## src/rtl/spi_frame_ctrl.sv

```systemverilog
// SPI master framer: sends {cmd,payload} under SS_n; read-data frames capture an 8-bit MISO reply.
// Optional SPI_FRAME_CTRL_RD_CHAIN_EN: an accepted read-addr frame is followed automatically by a read-data frame.
module spi_frame_ctrl #(
  parameter int GAP    = 1,
  parameter int RD_LAT = 2
) (
  input  logic       clk,
  input  logic       rst,
  input  logic       req_valid,
  input  logic [1:0] req_cmd,
  input  logic [7:0] req_payload,
  output logic       req_ready,
  output logic       SS_n,
  output logic       MOSI,
  input  logic       MISO,
  output logic [7:0] rd_data,
  output logic       rd_valid,
  output logic       done,
  output logic       err
);
  localparam logic [1:0] CMD_RD_ADDR = 2'b10;
  localparam logic [1:0] CMD_RD_DATA = 2'b11;
  localparam int MAXC = (GAP > RD_LAT) ? ((GAP > 8) ? GAP : 8) : ((RD_LAT > 8) ? RD_LAT : 8);
  localparam int CW = $clog2(MAXC + 1);
  localparam logic [CW-1:0] ONE = 1;

  typedef enum logic [2:0] {
    S_IDLE, S_SEL, S_CMD, S_SHIFT, S_HOLD, S_WAIT, S_RECV, S_GAP
  } state_t;

  state_t        r_state;
  logic [9:0]    r_frame;
  logic [3:0]    r_bit;
  logic [CW-1:0] r_cnt;
  logic [6:0]    r_shift;
  logic          r_addr_pending;
  logic          r_ss_n;
  logic          r_mosi;
  logic [7:0]    r_rd_data;
  logic          r_rd_valid;
  logic          r_done;
  logic          r_err;
`ifdef SPI_FRAME_CTRL_RD_CHAIN_EN
  logic          r_chain;
`endif
  logic          w_idle;

  assign w_idle    = (r_state == S_IDLE);
  assign req_ready = w_idle & ~rst;
  assign SS_n      = r_ss_n;
  assign MOSI      = r_mosi;
  assign rd_data   = r_rd_data;
  assign rd_valid  = r_rd_valid;
  assign done      = r_done;
  assign err       = r_err;

  // Outputs are loaded one cycle ahead so each state's drive is already registered on entry.
  always_ff @(posedge clk or posedge rst) begin
    if (rst) begin
      r_state        <= S_IDLE;
      r_frame        <= '0;
      r_bit          <= '0;
      r_cnt          <= '0;
      r_shift        <= '0;
      r_addr_pending <= 1'b0;
      r_ss_n         <= 1'b1;
      r_mosi         <= 1'b0;
      r_rd_data      <= '0;
      r_rd_valid     <= 1'b0;
      r_done         <= 1'b0;
      r_err          <= 1'b0;
`ifdef SPI_FRAME_CTRL_RD_CHAIN_EN
      r_chain        <= 1'b0;
`endif
    end else begin
      r_done     <= 1'b0;
      r_rd_valid <= 1'b0;
      r_err      <= 1'b0;
      case (r_state)
        S_IDLE: begin
          if (req_valid) begin
            if (req_cmd == CMD_RD_DATA && !r_addr_pending) begin
              r_err <= 1'b1;
            end else begin
              r_frame <= {req_cmd, (req_cmd == CMD_RD_DATA) ? 8'h00 : req_payload};
              r_ss_n  <= 1'b0;
              r_mosi  <= 1'b0;
              r_state <= S_SEL;
            end
          end
        end
        S_SEL: begin
          r_mosi  <= r_frame[9];
          r_state <= S_CMD;
        end
        S_CMD: begin
          r_mosi  <= r_frame[9];
          r_bit   <= 4'd9;
          r_state <= S_SHIFT;
        end
        S_SHIFT: begin
          if (r_bit == 4'd0) begin
            r_mosi <= 1'b0;
            if (r_frame[9:8] == CMD_RD_DATA) begin
              r_cnt   <= CW'(RD_LAT - 1);
              r_state <= S_WAIT;
            end else begin
              r_cnt   <= ONE;
              r_state <= S_HOLD;
            end
          end else begin
            r_mosi <= r_frame[r_bit - 4'd1];
            r_bit  <= r_bit - 4'd1;
          end
        end
        S_HOLD: begin
          if (r_cnt == '0) begin
            r_ss_n  <= 1'b1;
            r_cnt   <= CW'(GAP - 1);
            r_state <= S_GAP;
            if (r_frame[9:8] == CMD_RD_ADDR) r_addr_pending <= 1'b1;
`ifdef SPI_FRAME_CTRL_RD_CHAIN_EN
            if (r_frame[9:8] == CMD_RD_ADDR) r_chain <= 1'b1;
            else r_done <= 1'b1;
`else
            r_done <= 1'b1;
`endif
          end else begin
            r_cnt <= r_cnt - ONE;
          end
        end
        S_WAIT: begin
          if (r_cnt == '0) begin
            r_cnt   <= CW'(7);
            r_state <= S_RECV;
          end else begin
            r_cnt <= r_cnt - ONE;
          end
        end
        S_RECV: begin
          r_shift <= {r_shift[5:0], MISO};
          if (r_cnt == '0) begin
            r_rd_data      <= {r_shift, MISO};
            r_rd_valid     <= 1'b1;
            r_done         <= 1'b1;
            r_addr_pending <= 1'b0;
            r_ss_n         <= 1'b1;
            r_cnt          <= CW'(GAP - 1);
            r_state        <= S_GAP;
          end else begin
            r_cnt <= r_cnt - ONE;
          end
        end
        S_GAP: begin
          if (r_cnt == '0) begin
`ifdef SPI_FRAME_CTRL_RD_CHAIN_EN
            if (r_chain) begin
              r_chain <= 1'b0;
              r_frame <= {CMD_RD_DATA, 8'h00};
              r_ss_n  <= 1'b0;
              r_mosi  <= 1'b0;
              r_state <= S_SEL;
            end else begin
              r_state <= S_IDLE;
            end
`else
            r_state <= S_IDLE;
`endif
          end else begin
            r_cnt <= r_cnt - ONE;
          end
        end
        default: r_state <= S_IDLE;
      endcase
    end
  end
endmodule

```

## config.mk

```make
export PLATFORM = sky130hd
export DESIGN_NAME = spi_frame_ctrl
export DESIGN_NICKNAME = d
export VERILOG_FILES = /design/src/rtl/spi_frame_ctrl.sv
export SDC_FILE = /design/constraint.sdc
export NUM_CORES = 1
export LEC_CHECK = 0
export CORE_ASPECT_RATIO = 0.9
export CORE_UTILIZATION = 30
export DETAILED_ROUTE_END_ITERATION = 8
export GPL_TIMING_DRIVEN = 0
export PLACE_DENSITY = 0.57
export SKIP_CTS_REPAIR_TIMING = 1
export SYNTH_ARGS = -nofsm -noshare
export SYNTH_HDL_FRONTEND = slang
export SYNTH_SLANG_ARGS = --single-unit
```

## constraint.sdc

```tcl
create_clock -name clk -period 2.8 [get_ports clk]
set_input_delay 0.7 -clock clk [delete_from_list [all_inputs] [get_ports clk]]
set_output_delay 0.7 -clock clk [all_outputs]
set_load 0.005 [all_outputs]
```

---- Word level (Yosys, flattened, before mapping) ----
Cells that the tools add are included.
W data, S select, Z words.
operators by class
  add/subtract/negate cells ............... 2
  order comparisons ....................... 1
  eq/ne operators ......................... 21
  multiplexer cells ....................... 34
  bitwise gates (word level) .............. 3
  reduce and logical (&&, ||, !) cells .... 20
operator list
  cell                   count
  $pmux W3 S7            1
  $mux W4                5
  $ne A2 B2 Y1 const B   10
  $mux W3                6
  $pmux W4 S4            1
  $mux W1                15
  $eq A3 B3 Y1 const B   4
  $reduce_and A3 Y1      3
  $logic_not A4 Y1       2
  $mux W8                1
  $pmux W4 S2            1
  $reduce_and A4 Y1      2
  $sub A4 B1 Y4 const B  2
  $eq A2 B2 Y1 const B   3
  $eq A3 B2 Y1 const B   2
  $reduce_and A6 Y1      1
  $reduce_bool A2 Y1     3
  $lt A4 B5 Y1 const B   1
  $bmux W1 S4            1
  $pmux W1 S2            2
  $reduce_and A2 Y1      2
  $reduce_bool A4 Y1     1
  $reduce_or A2 Y1       2
  $eq A3 B1 Y1 const B   1
  other kinds (8)        9
word-level totals
  bits in registers ....................... 42
  output and inout bits ................... 14
  logic and storage cells ................. 93

---- Depth between registers and ports, before layout ----
Gate-level depths: netlist (run 1).
  depth after elaboration ................. 5
  depth in mapped cells ................... 10

---- Least setup slack after synthesis (run 1) ----
No wires, ideal clock.
  kind .................................... register to register
  from .................................... register r_bit[0]
  to ...................................... register r_mosi (netlist: MOSI)
  setup time .............................. 0.133 ns
  arrival time ............................ 1.981 ns
  data required time ...................... 2.667 ns
  path slack .............................. 0.685 ns
  stages on the path, launching flop included .. 10
  period minus slack after synthesis ...... 2.115 ns
  path through ............................ dfrtp_1 -> clkbuf_1 -> inv_1 -> ha_1 -> buf_2 -> mux4_2 -> nor4_1 -> a31oi_1 -> nand3_1 -> o221ai_2
on the way
  cells in the longest elaborated chain, start to end .. 5
  elaborated cells between the ends (all ways) .. 6
ends and longest elaborated chain
  what                           RTL line  source
  start, declared                33        logic [3:0] r_bit;
  start signal, assigned         113       r_bit <= r_bit - 4'd1;
  $sub A4 B1 Y4                  112       r_mosi <= r_frame[r_bit - 4'd1];
  $bmux W1 S4                    112
  $mux W1 (implied by the code)  112
  $mux W1 (*)                    102       if (r_bit == 4'd0) begin
  $pmux W1 S3 (*)                79        case (r_state)
  end signal, assigned           93        r_mosi <= r_frame[9];
  end signal, assigned           97        r_mosi <= r_frame[9];
  end signal, assigned           112
  end, declared                  38        logic r_mosi;
Mark *: on every way between the ends. The rest lies on a longest branch, timed or not. The select of a mux whose other input is x is not followed.
A chain may end at the register's enable or synchronous reset.

---- Final worst setup path (run 1) ----
  from .................................... register r_state[2]
  to ...................................... output port req_ready
on the way
  cells in the longest elaborated chain, start to end .. 2
ends and longest elaborated chain
  what                    RTL line  source
  start, declared         31        state_t r_state;
  start signal, assigned  60        r_state <= S_IDLE;
  start signal, assigned  88        r_state <= S_SEL;
  start signal, assigned  94        r_state <= S_CMD;
  $logic_not A3 Y1        48        assign w_idle = (r_state == S_IDLE);
  $and A1 B1 Y1           49        assign req_ready = w_idle & ~rst;
  end, declared           12        output logic req_ready,
No other way between the ends.

==> results of run 1 <==
==> final timing paths <==
path	start	end	slack (ns)
setup / recovery	r_state[2]	req_ready	0.19
hold / removal	r_frame[2]	r_frame[2]	0.48
setup reg to reg	r_bit[0]	MOSI	0.34
hold reg to reg	r_frame[2]	r_frame[2]	0.48
max in group asynchronous	rst	SS_n	1.48
min in group asynchronous	rst	r_shift[2]	0.76
==> sequential cells by signal (all words and copies together), names as in the netlist, 3 cells and up <==
signal and count:
r_frame 10, rd_data 8, r_shift 7, r_bit 4, r_cnt 4, r_state 3
==> final cells by class <==
class / instances / area (µm²) / area share, %
Buffer: 12 / 82.58 / 3.124
Clock buffer: 5 / 68.82 / 2.603
Clock inverter: 3 / 68.82 / 2.603
Inverter: 14 / 52.55 / 1.988
Multi-Input combinational cell: 134 / 908.4 / 34.36
Sequential cell: 42 / 1052 / 39.80
Tap cell: 90 / 112.6 / 4.259
Timing Repair Buffer: 28 / 297.8 / 11.26
==> report_power, final <==
part	internal [mW]	switching, mW	total, mW
logic	0.629	0.654	1.28
clock network	0.357	0.218	0.575
registers	0.845	0.157	1.00
total	1.83	1.03	2.86
==> critical path, stage by stage, from the launching register on <==
cell,delay [ns]
dfrtp_1,0.42
buf_6,0.16
buf_2,0.18
nor4_1,0.30
clkdlybuf4s50_1,0.56
==> per-stage QoR <==
step                power (mW)  setup WS [ns]  instances  hold WS, ns
floorplan                1.948         0.6855        202       0.4444
global placement         2.268         0.1447        319       0.4602
detailed placement       2.294         0.2004        320       0.4747
CTS                      2.882         0.1681        328       0.4944
global route             3.093         0.1211        328       0.5184
finish                   2.860         0.1907        328       0.4848
==> cell usage in the layout, fill, tap and decap left out, drive strengths merged, types with 2 or more instances in the layout <==
master,Yosys,final
buf,9,10
bufinv,0,2
o22ai,2,2
nor2,9,9
or3b,2,2
xnor2,2,2
mux2i,2,2
a31oi,3,3
o211ai,3,3
nor4,3,3
mux2,18,18
nor3,5,5
clkbuf,3,8
nand3,9,9
a21oi,4,4
dfrtp,41,41
o21ai,19,19
and3,3,3
ha,2,2
inv,14,14
clkdlybuf4s50,0,27
nand2,31,31
a22o,4,4
==> per-layer routing <==
| metal | up-vias | part of all wire [%] | global-route usage, % |
|---|---|---|---|
| met3 | 5 | 3.7 | 3.745 |
| met1 | 753 | 50 | 17.54 |
| li1 | 781 | - | - |
| met4 | 0 | 1.4 | 3.871 |
| met5 | - | 0 | 0 |
| met2 | 28 | 45 | 19.16 |
==> cell families (layout without fill, tap and decap cells) <==
family,after synthesis,count (layout)
simple gates,65,65
compound gates,43,43
buf+inv,26,62
fa+ha+maj,2,2
xor+xnor,3,3
flops,42,42
mux,21,21
==> flow_summary.json, run 1 <==
{
  "ys_async_sr_fraction_pct": 100.0,
  "wl_per_cell_um": 13.02,
  "synthXorXnorAreaFrac_pct": 1.254,
  "clock.fmax_mhz": 383.2,
  "p_leak_nw": 1.187,
  "slew_violations": 0,
  "dpl.hpwl_um": 3086,
  "post_route_cells_drive_above_1_share_pct": 20.17,
  "syn2layout_area_growth_pct": 26.15,
  "drt-total-wl_um": 4271,
  "antenna_found_initial": 0,
  "synthCells": 202,
  "insertion_delay_ns": 0.29,
  "synth_most_common_cell": "dfrtp_1",
  "clk_path_buf_depth": 2,
  "synth_compound_area_share_pct": 13.85,
  "ir_drop_mv": 0.3793,
  "drt_iter0_markers": 78,
  "run_status": "finished, final reports clean",
  "portBuffers": 27,
  "synth_top_area_share_pct": 48.96,
  "route.detailed.drc": 0,
  "yosysWarningCount": 0,
  "die_area_mm2": 0.007324,
  "fillers": 669,
  "ios": 28,
  "tightestPinTransition_ns": 0.6452,
  "root_buffer": "clkbuf_8",
  "viasPerCell": 4.777,
  "cts_sinks": 42,
  "stdcell_area_mm2": 0.002644,
  "synth_edf_count": 0,
  "synth_top_family_by_area": "simple AND/OR/NAND/NOR gates",
  "syn_area_mm2": 0.002096,
  "hold_depth": 2,
  "muxShareOfSynthArea_pct": 11.70,
  "p_per_area_mw_per_mm2": 1082,
  "grt_pass1_wl_um": 7300,
  "arrival_ns": 1.91,
  "htree_levels": 2,
  "die_h_um": 81.29,
  "cp-start-kind": "flip-flop",
  "reg2reg_depth": 9,
  "fin_util_pct": 39.72,
  "tritoncts": "built",
  "ys.flop_type": "dfrtp_1",
  "synth.distinct_cells": 44,
  "fin_crit_ns": 2.609,
  "setup_viol": 0,
  "vias": 1567,
  "die_x_um": 90.10,
  "grt_use_total_pct": 12.68,
  "yosysSeqAreaShare_pct": 50.21,
  "grt_overflow": 0,
  "synth.area.top_cells": "dfrtp_1 (49%), mux2_2 (9.7%), nand2_1 (5.6%)",
  "ys_seq_elements": 42,
  "grt_pass1_vias": 1495,
  "fp-row-count": 28,
  "dr.pass1.iters": 4,
  "drv_cap": 0,
  "antenna_cells": 0,
  "synthSimpleGateAreaFrac_pct": 15.34,
  "path_class": "reg -> out",
  "rsz0062_at_grt": "no",
  "finalHoldViolCount": 0,
  "post-route-period-util_pct": 93.19,
  "numCtsBuffers": 5,
  "clk_pin_slew_ns": 0.08,
  "slew_headroom_pct": 56.80,
  "fin_nets": 253,
  "place_congestion": 0.8116,
  "synth_fa_ha_area_share_pct": 1.194,
  "antenna_left": 0,
  "grt_start_max_net_pins": 24,
  "end_kind": "primary output",
  "placed_area_mm2": 0.002506,
  "avgSynthCellArea_um2": 10.38,
  "synth_common_cells": "dfrtp_1 (41), nand2_1 (31), o21ai_0 (19)",
  "start_util_pct": 31.48,
  "crit_fanout": 10,
  "cp.required_ns": 2.10,
  "syn_nets": 218,
  "core_area_mm2": 0.006656,
  "fin_skew_ns": 0.004097,
  "yosysTopAreaCell": "dfrtp_1",
  "setup_tns_ns": 0,
  "hold_path.class": "reg -> reg"
}
(Power assumes the default switching activity.)
==> inputs of run 2 (changes only) <==
--- a/config.mk
+++ b/config.mk
@@ -11,6 +11,7 @@
 export GPL_TIMING_DRIVEN = 0
 export PLACE_DENSITY = 0.57
 export SKIP_CTS_REPAIR_TIMING = 1
+export SLEW_MARGIN = 20
 export SYNTH_ARGS = -nofsm -noshare
 export SYNTH_HDL_FRONTEND = slang
 export SYNTH_SLANG_ARGS = --single-unit
==> constraint.sdc (replaced) <==
create_clock -name clk -period 2.5 [get_ports clk]
set_input_delay 0.625 -clock clk [delete_from_list [all_inputs] [get_ports clk]]
set_output_delay 0.625 -clock clk [all_outputs]
set_load 0.005 [all_outputs]
==> flow_summary.json, run 2 (same netlist as run 1, synthesis figures left out) <==
{
  "grt_start_max_net_pins": 24,
  "antenna_left": 0,
  "end_kind": "flip-flop",
  "grt_overflow": 0,
  "grt_use_total_pct": 12.68,
  "start_util_pct": 31.48,
  "finalHoldViolCount": 0,
  "cts_sinks": 42,
  "cp.required_ns": 2.67,
  "drt-total-wl_um": 4300,
  "p_per_area_mw_per_mm2": 1213,
  "syn2layout_area_growth_pct": 26.09,
  "cp-start-kind": "flip-flop",
  "run_status": "finished, final reports clean",
  "p_leak_nw": 1.204,
  "fin_crit_ns": 2.319,
  "drt_iter0_markers": 71,
  "tritoncts": "built",
  "ios": 28,
  "wl_per_cell_um": 13.15,
  "regMostFlops": "r_frame",
  "die_area_mm2": 0.007324,
  "power.total_mw": 3.205,
  "ir_drop_mv": 0.4237,
  "grt_pass1_vias": 1495,
  "slew_violations": 0,
  "setup_viol": 0,
  "clk_path_buf_depth": 2,
  "dpl.hpwl_um": 3086,
  "antenna_cells": 0,
  "crit_fanout": 8,
  "path_class": "reg -> reg",
  "root_buffer": "clkbuf_8",
  "route.detailed.drc": 0,
  "place_congestion": 0.8116,
  "rsz0062_at_grt": "no",
  "fin_skew_ns": 0.003048,
  "clock.fmax_mhz": 431.1,
  "post-route-period-util_pct": 92.78,
  "clk_pin_slew_ns": 0.08,
  "placed_cells": 320,
  "die_h_um": 81.29,
  "fin_util_pct": 39.70,
  "fin_nets": 252,
  "die_x_um": 90.10,
  "post_route_cells_drive_above_1_share_pct": 20.25,
  "reg2reg_slack_ns": 0.18,
  "final_cell_mix": "dfrtp_1 (41), nand2_1 (31), clkdlybuf4s50_1 (26)",
  "startpoint": "r_bit[0]",
  "grt_pass1_wl_um": 7300,
  "tightestPinTransition_ns": 0.6451,
  "largest_reg_flops": 10,
  "r2r_start": "r_bit[0]",
  "htree_levels": 2,
  "hold_path.class": "reg -> reg",
  "arrival_ns": 2.49,
  "min_from": "r_frame[2]",
  "core_area_mm2": 0.006656,
  "final_common_cell": "dfrtp_1",
  "vias": 1575,
  "antenna_found_initial": 0,
  "drv_cap": 0,
  "slew_headroom_pct": 56.81,
  "fp-row-count": 28,
  "numCtsBuffers": 5,
  "hold_slack_ns": 0.4848,
  "viasPerCell": 4.817,
  "dr.pass1.iters": 4,
  "fin_cells": 327,
  "portBuffers": 27,
  "insertion_delay_ns": 0.30
}
[run 2: critical path, stage by stage, from the launching register on]
cell and delay (ns):
dfrtp_1 0.52, inv_1 0.16, ha_1 0.30, buf_2 0.17, mux4_2 0.53, nor4_1 0.22, a31oi_1 0.07, nand3_1 0.11
o221ai_2 0.11
[run 2: area by class of cell]
cell class                 count  area [µm²]
buffer                        11       78.83
inverter                      14       52.55
clock buffer                   5       68.82
tap                           90       112.6
clock inverter                 3       68.82
multi-input combinational    134       908.4
sequential                    42        1052
timing repair buffer          28       300.3
fill                         669        4014
[run 2: path summary, 6_finish.rpt]
check                                  end  depth (start not counted)
worst min-delay path            r_frame[2]                          2
min in group asynchronous       r_shift[2]                          2
worst min register to register  r_frame[2]                          2
max in group asynchronous             SS_n                          3
worst max-delay path                  MOSI                          8
worst max register to register        MOSI                          8
[run 2: per-layer routing]
layer | wire, µm | vias to the layer above | track usage [%]
li1 | - | 778 | -
met1 | 2173 | 758 | 17.54
met2 | 1916 | 33 | 19.16
met3 | 156 | 6 | 3.745
met4 | 55 | 0 | 3.871
met5 | 0 | - | 0
[run 2: report_power, final]
part / switching (mW) / internal [mW] / leakage, nW
logic: 0.716 / 0.701 / 0.598
clock network: 0.248 / 0.400 / 0.0683
registers: 0.194 / 0.946 / 0.537
[run 2: per-stage QoR]
| step | setup WS [ns] | area (µm²) | TNS, ns |
|---|---|---|---|
| final | 0.1805 | 2643 | 0 |
| after floorplan | 0.3855 | 2096 | 0 |
| after global placement | -0.08035 | 2479 | -3.246 |
| after detailed placement | 0.05043 | 2506 | 0 |
| after global routing | 0.05431 | 2643 | 0 |
| after CTS | -0.05694 | 2644 | -0.05694 |
